`config.mk`:
```
export PLATFORM = sky130hd
export DESIGN_NAME = uart_tx_serializer
export DESIGN_NICKNAME = d
export VERILOG_FILES = /design/src/rtl/uart_tx_serializer.sv
export SDC_FILE = /design/constraint.sdc
export NUM_CORES = 1
export LEC_CHECK = 0
export ABC_AREA = 1
export CAP_MARGIN = 20
export CELL_PAD_IN_SITES_DETAIL_PLACEMENT = 1
export CELL_PAD_IN_SITES_GLOBAL_PLACEMENT = 1
export CORE_MARGIN = 5
export CORE_UTILIZATION = 45
export CTS_CLUSTER_DIAMETER = 60
export DETAILED_ROUTE_END_ITERATION = 6
export GPL_ROUTABILITY_DRIVEN = 0
export GPL_TIMING_DRIVEN = 0
export PLACE_DENSITY_LB_ADDON = 0.1
export REMOVE_ABC_BUFFERS = 1
export SYNTH_ARGS = -nofsm -noshare
export SYNTH_HDL_FRONTEND = slang
export SYNTH_SLANG_ARGS = --single-unit
```
`constraint.sdc`:
```
create_clock -name clk -period 3.3 [get_ports clk]
set_input_delay 0.99 -clock clk [delete_from_list [all_inputs] [get_ports clk]]
set_output_delay 0.99 -clock clk [all_outputs]
set_load 0.02 [all_outputs]
```
`src/rtl/uart_tx_serializer.sv`:
```
// 8N1 UART transmitter: captures a byte on an accepted start strobe and shifts
// it out LSB first, reporting busy and a one-cycle done pulse per frame.
module uart_tx_serializer #(
    parameter int CLK_FREQ     = 50000000,
    parameter int BAUD         = 115200,
    parameter int CLKS_PER_BIT = CLK_FREQ / BAUD
) (
    input  logic       clk,
    input  logic       rst,
    input  logic       iTx,
    input  logic [7:0] tx_data,
    output logic       tx_serial,
    output logic       tx_busy,
    output logic       tx_done
);

    localparam int            CNT_W    = (CLKS_PER_BIT > 1) ? $clog2(CLKS_PER_BIT) : 1;
    localparam logic [CNT_W-1:0] CNT_LAST = CNT_W'(CLKS_PER_BIT - 1);

    typedef enum logic [1:0] {
        S_IDLE  = 2'd0,
        S_START = 2'd1,
        S_DATA  = 2'd2,
        S_STOP  = 2'd3
    } state_t;

    state_t             r_state;
    logic [CNT_W-1:0]   r_baud_cnt;
    logic [2:0]         r_bit_idx;
    logic [7:0]         r_shift;
    logic               r_tx_serial;
    logic               r_tx_busy;
    logic               r_tx_done;
    logic               w_bit_end;

    assign w_bit_end = (r_baud_cnt == CNT_LAST);

    // Frame sequencer: state, bit timing, shift register and registered outputs
    always_ff @(posedge clk or negedge rst) begin
        if (!rst) begin
            r_state     <= S_IDLE;
            r_baud_cnt  <= '0;
            r_bit_idx   <= 3'd0;
            r_shift     <= 8'h00;
            r_tx_serial <= 1'b1;
            r_tx_busy   <= 1'b0;
            r_tx_done   <= 1'b0;
        end else begin
            r_tx_done <= 1'b0;
            case (r_state)
                S_IDLE: begin
                    r_baud_cnt <= '0;
                    r_bit_idx  <= 3'd0;
                    if (iTx) begin
                        r_shift     <= tx_data;
                        r_state     <= S_START;
                        r_tx_serial <= 1'b0;
                        r_tx_busy   <= 1'b1;
                    end else begin
                        r_tx_serial <= 1'b1;
                        r_tx_busy   <= 1'b0;
                    end
                end
                S_START: begin
                    if (w_bit_end) begin
                        r_baud_cnt  <= '0;
                        r_bit_idx   <= 3'd0;
                        r_state     <= S_DATA;
                        r_tx_serial <= r_shift[0];
                    end else begin
                        r_baud_cnt <= r_baud_cnt + 1'b1;
                    end
                end
                S_DATA: begin
                    if (w_bit_end) begin
                        r_baud_cnt <= '0;
                        if (r_bit_idx == 3'd7) begin
                            r_state     <= S_STOP;
                            r_tx_serial <= 1'b1;
                        end else begin
                            // Next line bit is the one about to land in bit 0
                            r_shift     <= {1'b0, r_shift[7:1]};
                            r_bit_idx   <= r_bit_idx + 3'd1;
                            r_tx_serial <= r_shift[1];
                        end
                    end else begin
                        r_baud_cnt <= r_baud_cnt + 1'b1;
                    end
                end
                S_STOP: begin
                    if (w_bit_end) begin
                        r_baud_cnt <= '0;
                        r_state    <= S_IDLE;
                        r_tx_busy  <= 1'b0;
                        r_tx_done  <= 1'b1;
                    end else begin
                        r_baud_cnt <= r_baud_cnt + 1'b1;
                    end
                    r_tx_serial <= 1'b1;
                end
                default: begin
                    r_state     <= S_IDLE;
                    r_baud_cnt  <= '0;
                    r_bit_idx   <= 3'd0;
                    r_tx_serial <= 1'b1;
                    r_tx_busy   <= 1'b0;
                end
            endcase
        end
    end

    assign tx_serial = r_tx_serial;
    assign tx_busy   = r_tx_busy;
    assign tx_done   = r_tx_done;

endmodule

```
==> results of run 1 <==
## flip-flops by register name (all words and copies together), names as in the netlist
register,count
r_baud_cnt,9
r_bit_idx,3
r_shift,8
r_state,2
tx_busy,1
tx_done,1
tx_serial,1
## worst min-delay path: cells and delay by family, from the launching register on
family / cells / cell delay [ns]
flip-flops: 1 / 0.37
AND/OR/NAND/NOR: 2 / 0.10
## cell usage in the layout (no fill, tap or decap)
cell type	n
clkbuf_1	1
nor2_4	1
nor2_2	3
clkdlybuf4s50_1	13
clkbuf_4	3
nor3_1	2
nand2_4	3
o21ai_2	1
xor2_1	2
dfstp_2	1
xnor2_1	1
a21oi_4	1
a211oi_1	1
inv_2	1
clkinv_1	1
a21oi_2	1
nor2_8	1
o21ai_1	3
or2_1	1
nor3b_1	1
nand3_1	9
ha_1	9
o21ai_0	4
nand2_1	65
dfrtp_1	24
nor2_1	13
buf_8	1
nand2_2	3
a21oi_1	3
inv_1	16
## report_power, final
part / total [mW] / switching [mW] / internal (mW) / leakage [nW]
Sequential: 0.476 / 0.0647 / 0.411 / 0.325
Clock: 0.137 / 0.0896 / 0.0474 / 0.0150
Combinational: 0.694 / 0.445 / 0.249 / 0.508
Total: 1.31 / 0.599 / 0.708 / 0.847
## worst max path at each step
stage	start	end	slack [ns]	cells past startpoint
final	tx_serial	tx_serial	0.85	1
after global routing	tx_serial	tx_serial	0.77	1
after CTS	tx_serial	tx_serial	0.83	1
after detailed placement	r_state[0]	r_state[0]	1.08	8
after global placement	rst	r_baud_cnt[0]	0.92	1
after floorplan	r_state[0]	r_state[0]	1.56	7
## metal layers
layer / vias to the layer above / routed length (µm) / part of all wire
li1: 564 / - / -
met1: 532 / 1240 / 0.43
met2: 13 / 1550 / 0.53
met3: 5 / 61 / 0.021
met4: 0 / 44 / 0.015
met5: - / 0 / 0
## area by class of cell
cell class	instances	area (µm²)
clock buffer	4	26.3
inverter	18	67.6
multi-input combinational	128	694
tap	44	55.1
timing repair buffer	14	145
sequential	25	627
fill	386	1410
## cell families (layout without fill, tap and decap cells)
family / after synthesis / in the layout
compound gates: 14 / 14
flops: 25 / 25
buf+inv: 20 / 36
simple gates: 102 / 102
xor+xnor: 3 / 3
fa+ha+maj: 9 / 9
==> reports/results.txt, run 1 <==
Run status - finished clean
Layout Skew - 0.00574 ns
Commonest cells in the netlist - 65 x nand2_1, 24 x dfrtp_1, 16 x inv_1, 13 x nor2_1
Bufs on Longest Clock Path - 2
Fin area - 1620 µm²
Internal reg-to-reg setup slack - 1.11 ns
Smallest hold slack - 0.488 ns
Fmax - 408 MHz
Post-Synth XOR/XNOR Area - 0.0187
Vias in the first global route - 1229
CTS tree - yes
Area Overhead vs Synth - 15.0%
Clk_lat worst skew - 0.32 ns
EDFF count, synth - 0
Die height - 65.9 µm
Wire length after detailed routing - 2890 µm
Cell Count Post-Placement - 229
CTS Hold Bufs - 0
I/O Buffers - 13
Unrepaired setup endpoints after global routing - false
Overall power - 1.31 mW
Synth Cell Area - 1410 µm²
Post_cts resized - 0
GRT Util Overall - 0.159
Hold Crit Depth - 2
Die width - 65.9 µm
Worst Hold End - r_shift[7]
Residual DRC - 0
Critical Path Slowest Stage Cell - clkdlybuf4s50_1
Antenna violations before repair - 0
Sink Count - 25
Post-Synth Adder-Cell Area - 0.0801
Ys flop type - dfrtp_1
Worst path cell trace - clkdlybuf4s50_1
Area leader, netlist - dfrtp_1
Worst Hold Launch - r_shift[7]
First-pass DRT Iterations - 4
Vias per cell - 4.78
Gr ovfl total - 0
CTS H-tree lvls - 1
Synth Area in Simple Gates - 0.330
CP required - 2.31 ns
Setup ws final - 0.846 ns
Synth Area per Inst - 8.12 µm²
Critical R2R Capture - r_state[0]
Starting density of the core - 0.464
Final ANT Viol Nets - 0
Grt peak-use layer - met2
Static leakage - 0.847 nW
Sequential cell area fraction in the yosys report - 0.446
IO Count - 14
Estimated wirelength of the detail-placed design - 2300 µm
Cell family with most CP delay - buffers and inverters
CP Launch Type - flop
Worst-Margin Slew - 0.672 ns
Worst-path fanout max - 2
1st-iter DRT viols - 36
Final layout net count - 210
Post-layout util - 0.533
Share of the synthesized area in the top cell type - 0.427
CTS Root Cell - clkbuf_4
Power Density - 809 nW/µm²
Total negative slack - 0 ns
#FFs+latches synth - 25
Fraction of layout cells with a size suffix above 1 - 0.106
Largest family of logic cells by synthesized area - simple AND/OR/NAND/NOR gates
Min-delay worst type - reg2reg
CP max stage delay - 0.59 ns
CTS Buf Count - 3
Synth Area in Compound Gates - 0.0650
Number of setup buffers added after CTS - 0
Worst R2R Start - r_state[0]
Diodes inserted - 0
Clock transition at the registers of the reported paths - 0.13 ns
Yosys cell types - 28
Pre-CTS setup slack - 1.08 ns
Routed wire per std cell - 12.4 µm
Period minus WS final - 2.45 ns
Die area - 4340 µm²
Met1 track demand over resource - 0.173
CP Class - reg2out
Max transition margin - 0.552
Asr flop ratio synth - 1.00
Vias post-DR - 1114
Max-Cap Viols - 0
Most frequent cell after synthesis - nand2_1
Met2 Use GR - 0.300
Ys Warns - 0
Largest net degree at the start of global routing - 17
Cells after Synth - 173
Pins Over Slew Limit - 0
Final setup violation count - 0
Worst EP arrival - 1.46 ns
Synth area leaders - dfrtp_1 43%, nand2_1 17%, ha_1 8.0%
Crit path buf inv count - 1
Worst vdd ir - 344 µV
Fin. Hold Viols - 0
Worst Reg2Reg Path Length in Cells - 8
Mux share of post-synthesis cell area - 0
Area after DPL - 1590 µm²
Final Cycle Share - 0.744
Grt met3 use - 0.0306
CORE AREA - 3030 µm²
Non-Filler Instances - 233
Global-route wire length before repair - 5240 µm
Setup crit end kind - primary output
FP Rows - 20
Note: power is estimated with default switching activity, not from simulation.
==> run 2: changes to the inputs <==
- CORE_UTILIZATION: 45 -> 37
- clock period: 3.3 -> 2.23 ns (I/O delays scaled with it)
==> run 2 against run 1 <==
  * Die area grew 18%
  * Register-to-register slack lost 0.77 ns
  * Sequential share of layout area shrank 0.62 points
  * Combinational power grew 48%
  * Core utilization shrank 8.5 points
  * Critical endpoint unchanged
  * Clock-buffer cell count is the same
==> reports/results.txt, run 2 (synthesis gave the netlist of run 1 again) <==
Commonest non-fill, non-tap cell in the layout - nand2_1 (unchanged)
CTS Hold Bufs - 0 (unchanged)
IO Count - 14 (unchanged)
Die width - 71.6 µm (was 65.9 µm)
Worst EP arrival - 1.40 ns (was 1.46 ns)
Vias post-DR - 1119 (was 1114)
Worst-path fanout max - 2 (unchanged)
Static leakage - 0.853 nW (was 0.847 nW)
Routed wire per std cell - 12.0 µm (was 12.4 µm)
I/O Buffers - 13 (unchanged)
GRT Util Overall - 0.130 (was 0.159)
Die area - 5130 µm² (was 4340 µm²)
Final setup violation count - 0 (unchanged)
Final Cycle Share - 0.929
Min-delay worst type - reg2reg (unchanged)
Bufs on Longest Clock Path - 2 (unchanged)
Reg power frac - 0.354 (was 0.364)
CP Launch Type - flop (unchanged)
Fin. Hold Viols - 0 (unchanged)
Run status - finished clean (unchanged)
CP Class - reg2out (unchanged)
Worst vdd ir - 519 µV (was 344 µV)
Max-Cap Viols - 0 (unchanged)
Starting density of the core - 0.384 (was 0.464)
CTS H-tree lvls - 1 (unchanged)
Clock transition at the registers of the reported paths - 0.09 ns (was 0.13 ns)
Cell Count Post-Placement - 233 (was 229)
Layout Skew - 0.00432 ns (was 0.00574 ns)
Clk_lat worst skew - 0.27 ns (was 0.32 ns)
Fraction of layout cells with a size suffix above 1 - 0.111 (was 0.106)
CTS Buf Count - 3 (unchanged)
Critical Path Slowest Stage Cell - clkdlybuf4s50_1 (unchanged)
Final layout net count - 210 (unchanged)
Overall power - 2.00 mW (was 1.31 mW)
Setup crit end kind - primary output (unchanged)
Power Density - 1220 nW/µm² (was 809 nW/µm²)
First-pass DRT Iterations - 4 (unchanged)
Worst path cell trace - clkdlybuf4s50_1 (unchanged)
Wire length after detailed routing - 2840 µm (was 2890 µm)
Biggest register - r_baud_cnt (unchanged)
CORE AREA - 3660 µm² (was 3030 µm²)
Sw frac - 0.446 (was 0.458)
Period minus WS final - 2.07 ns
FP Rows - 22 (was 20)
Non-Filler Instances - 237 (was 233)
Final ANT Viol Nets - 0 (unchanged)
Max reg flops - 9 (unchanged)
Gate power share - 0.512 (was 0.531)
Max transition margin - 0.576 (was 0.552)
Die height - 71.6 µm (was 65.9 µm)
CP required - 1.56 ns (was 2.31 ns)
Crit path buf inv count - 1 (unchanged)
Unrepaired setup endpoints after global routing - false (unchanged)
Pins Over Slew Limit - 0 (unchanged)
Largest net degree at the start of global routing - 17 (unchanged)
Cell family with most CP delay - buffers and inverters (unchanged)
Antenna violations before repair - 0 (unchanged)
Most frequent cells in the layout - 65 x nand2_1, 24 x dfrtp_1, 16 x inv_1 (unchanged)
Worst-Margin Slew - 0.635 ns (was 0.672 ns)
P_sw - 0.893 mW (was 0.599 mW)
Global-route wire length before repair - 5270 µm (was 5240 µm)
Vias per cell - 4.72 (was 4.78)
Clock power frac - 0.134 (was 0.105)
Gr ovfl total - 0 (unchanged)
Fmax - 483 MHz
CTS Root Cell - clkbuf_8 (was clkbuf_4)
Vias in the first global route - 1273 (was 1229)
Internal - 1.11 mW (was 0.708 mW)
CTS tree - yes (unchanged)
Estimated wirelength of the detail-placed design - 2290 µm (was 2300 µm)
Diodes inserted - 0 (unchanged)
Regs by FF count - r_baud_cnt (9), r_shift (8), r_bit_idx (3) (unchanged)
1st-iter DRT viols - 46 (was 36)
Residual DRC - 0 (unchanged)
Sink Count - 25 (unchanged)
CP max stage delay - 0.59 ns (about the same)
Area Overhead vs Synth - 16.8% (was 15.0%)
Pre-CTS setup slack - -0.0344 ns (was 1.08 ns)
Setup ws final - 0.159 ns (was 0.846 ns)
[run 2: cell counts in the layout (fill, tap and decap cells not counted)]
No cell type changed its count.
[run 2: what timing repair did]
action                     4_1_cts  5_1_grt
setup buffers                    0        0
gates resized for setup          1        0
setup endpoints to repair        2        0
[run 2: worst paths after layout]
path | to | from | slack, ns | depth (start not counted)
setup / recovery | tx_serial | tx_serial | 0.16 | 1
hold / removal | r_shift[0] | r_shift[0] | 0.47 | 2
setup reg to reg | r_state[1] | r_state[0] | 0.34 | 8
hold reg to reg | r_shift[0] | r_shift[0] | 0.47 | 2
max in group asynchronous | tx_serial | rst | 0.84 | 2
min in group asynchronous | r_state[1] | rst | 0.78 | 1
[run 2: cell type report]
| class | instances | area [µm²] |
|---|---|---|
| Clock buffer | 4 | 45.0 |
| Sequential cell | 25 | 627 |
| Timing Repair Buffer | 14 | 145 |
| Multi-Input combinational cell | 128 | 697 |
| Inverter | 18 | 67.6 |
| Fill cell | 460 | 2020 |
| Tap cell | 48 | 60.1 |
[run 2: per-stage QoR]
| stage | setup TNS, ns | instance area (µm²) | util | hold slack [ns] |
|---|---|---|---|---|
| finish | 0 | 1640 | 0.448 | 0.475 |
| global route | 0 | 1640 | 0.448 | 0.494 |
| CTS | 0 | 1640 | 0.448 | 0.481 |
| detailed placement | -0.0637 | 1590 | 0.435 | 0.460 |
| global placement | 0 | 1580 | 0.431 | 0.455 |
| floorplan | 0 | 1390 | - | 0.373 |
[run 2: power by group through the flow]
stage,sequential (mW),clock [mW],combinational [mW]
final,0.709,0.268,1.03
after global routing,0.732,0.296,1.18
after CTS,0.713,0.281,1.06
after detailed placement,0.721,0,1.05
after global placement,0.707,0,1.00
after floorplan,0.714,0,0.762
[run 2: metal layers]
layer  share of wire  global-route usage
met5               0                   0
met3           0.024              0.0224
met2            0.50               0.234
met4           0.030              0.0626
met1            0.45               0.146
[run 2: worst min-delay path: stages (launching register included)]
cell and delay [ns]:
dfrtp_1 0.35, nand2_1 0.05, nand2_1 0.05
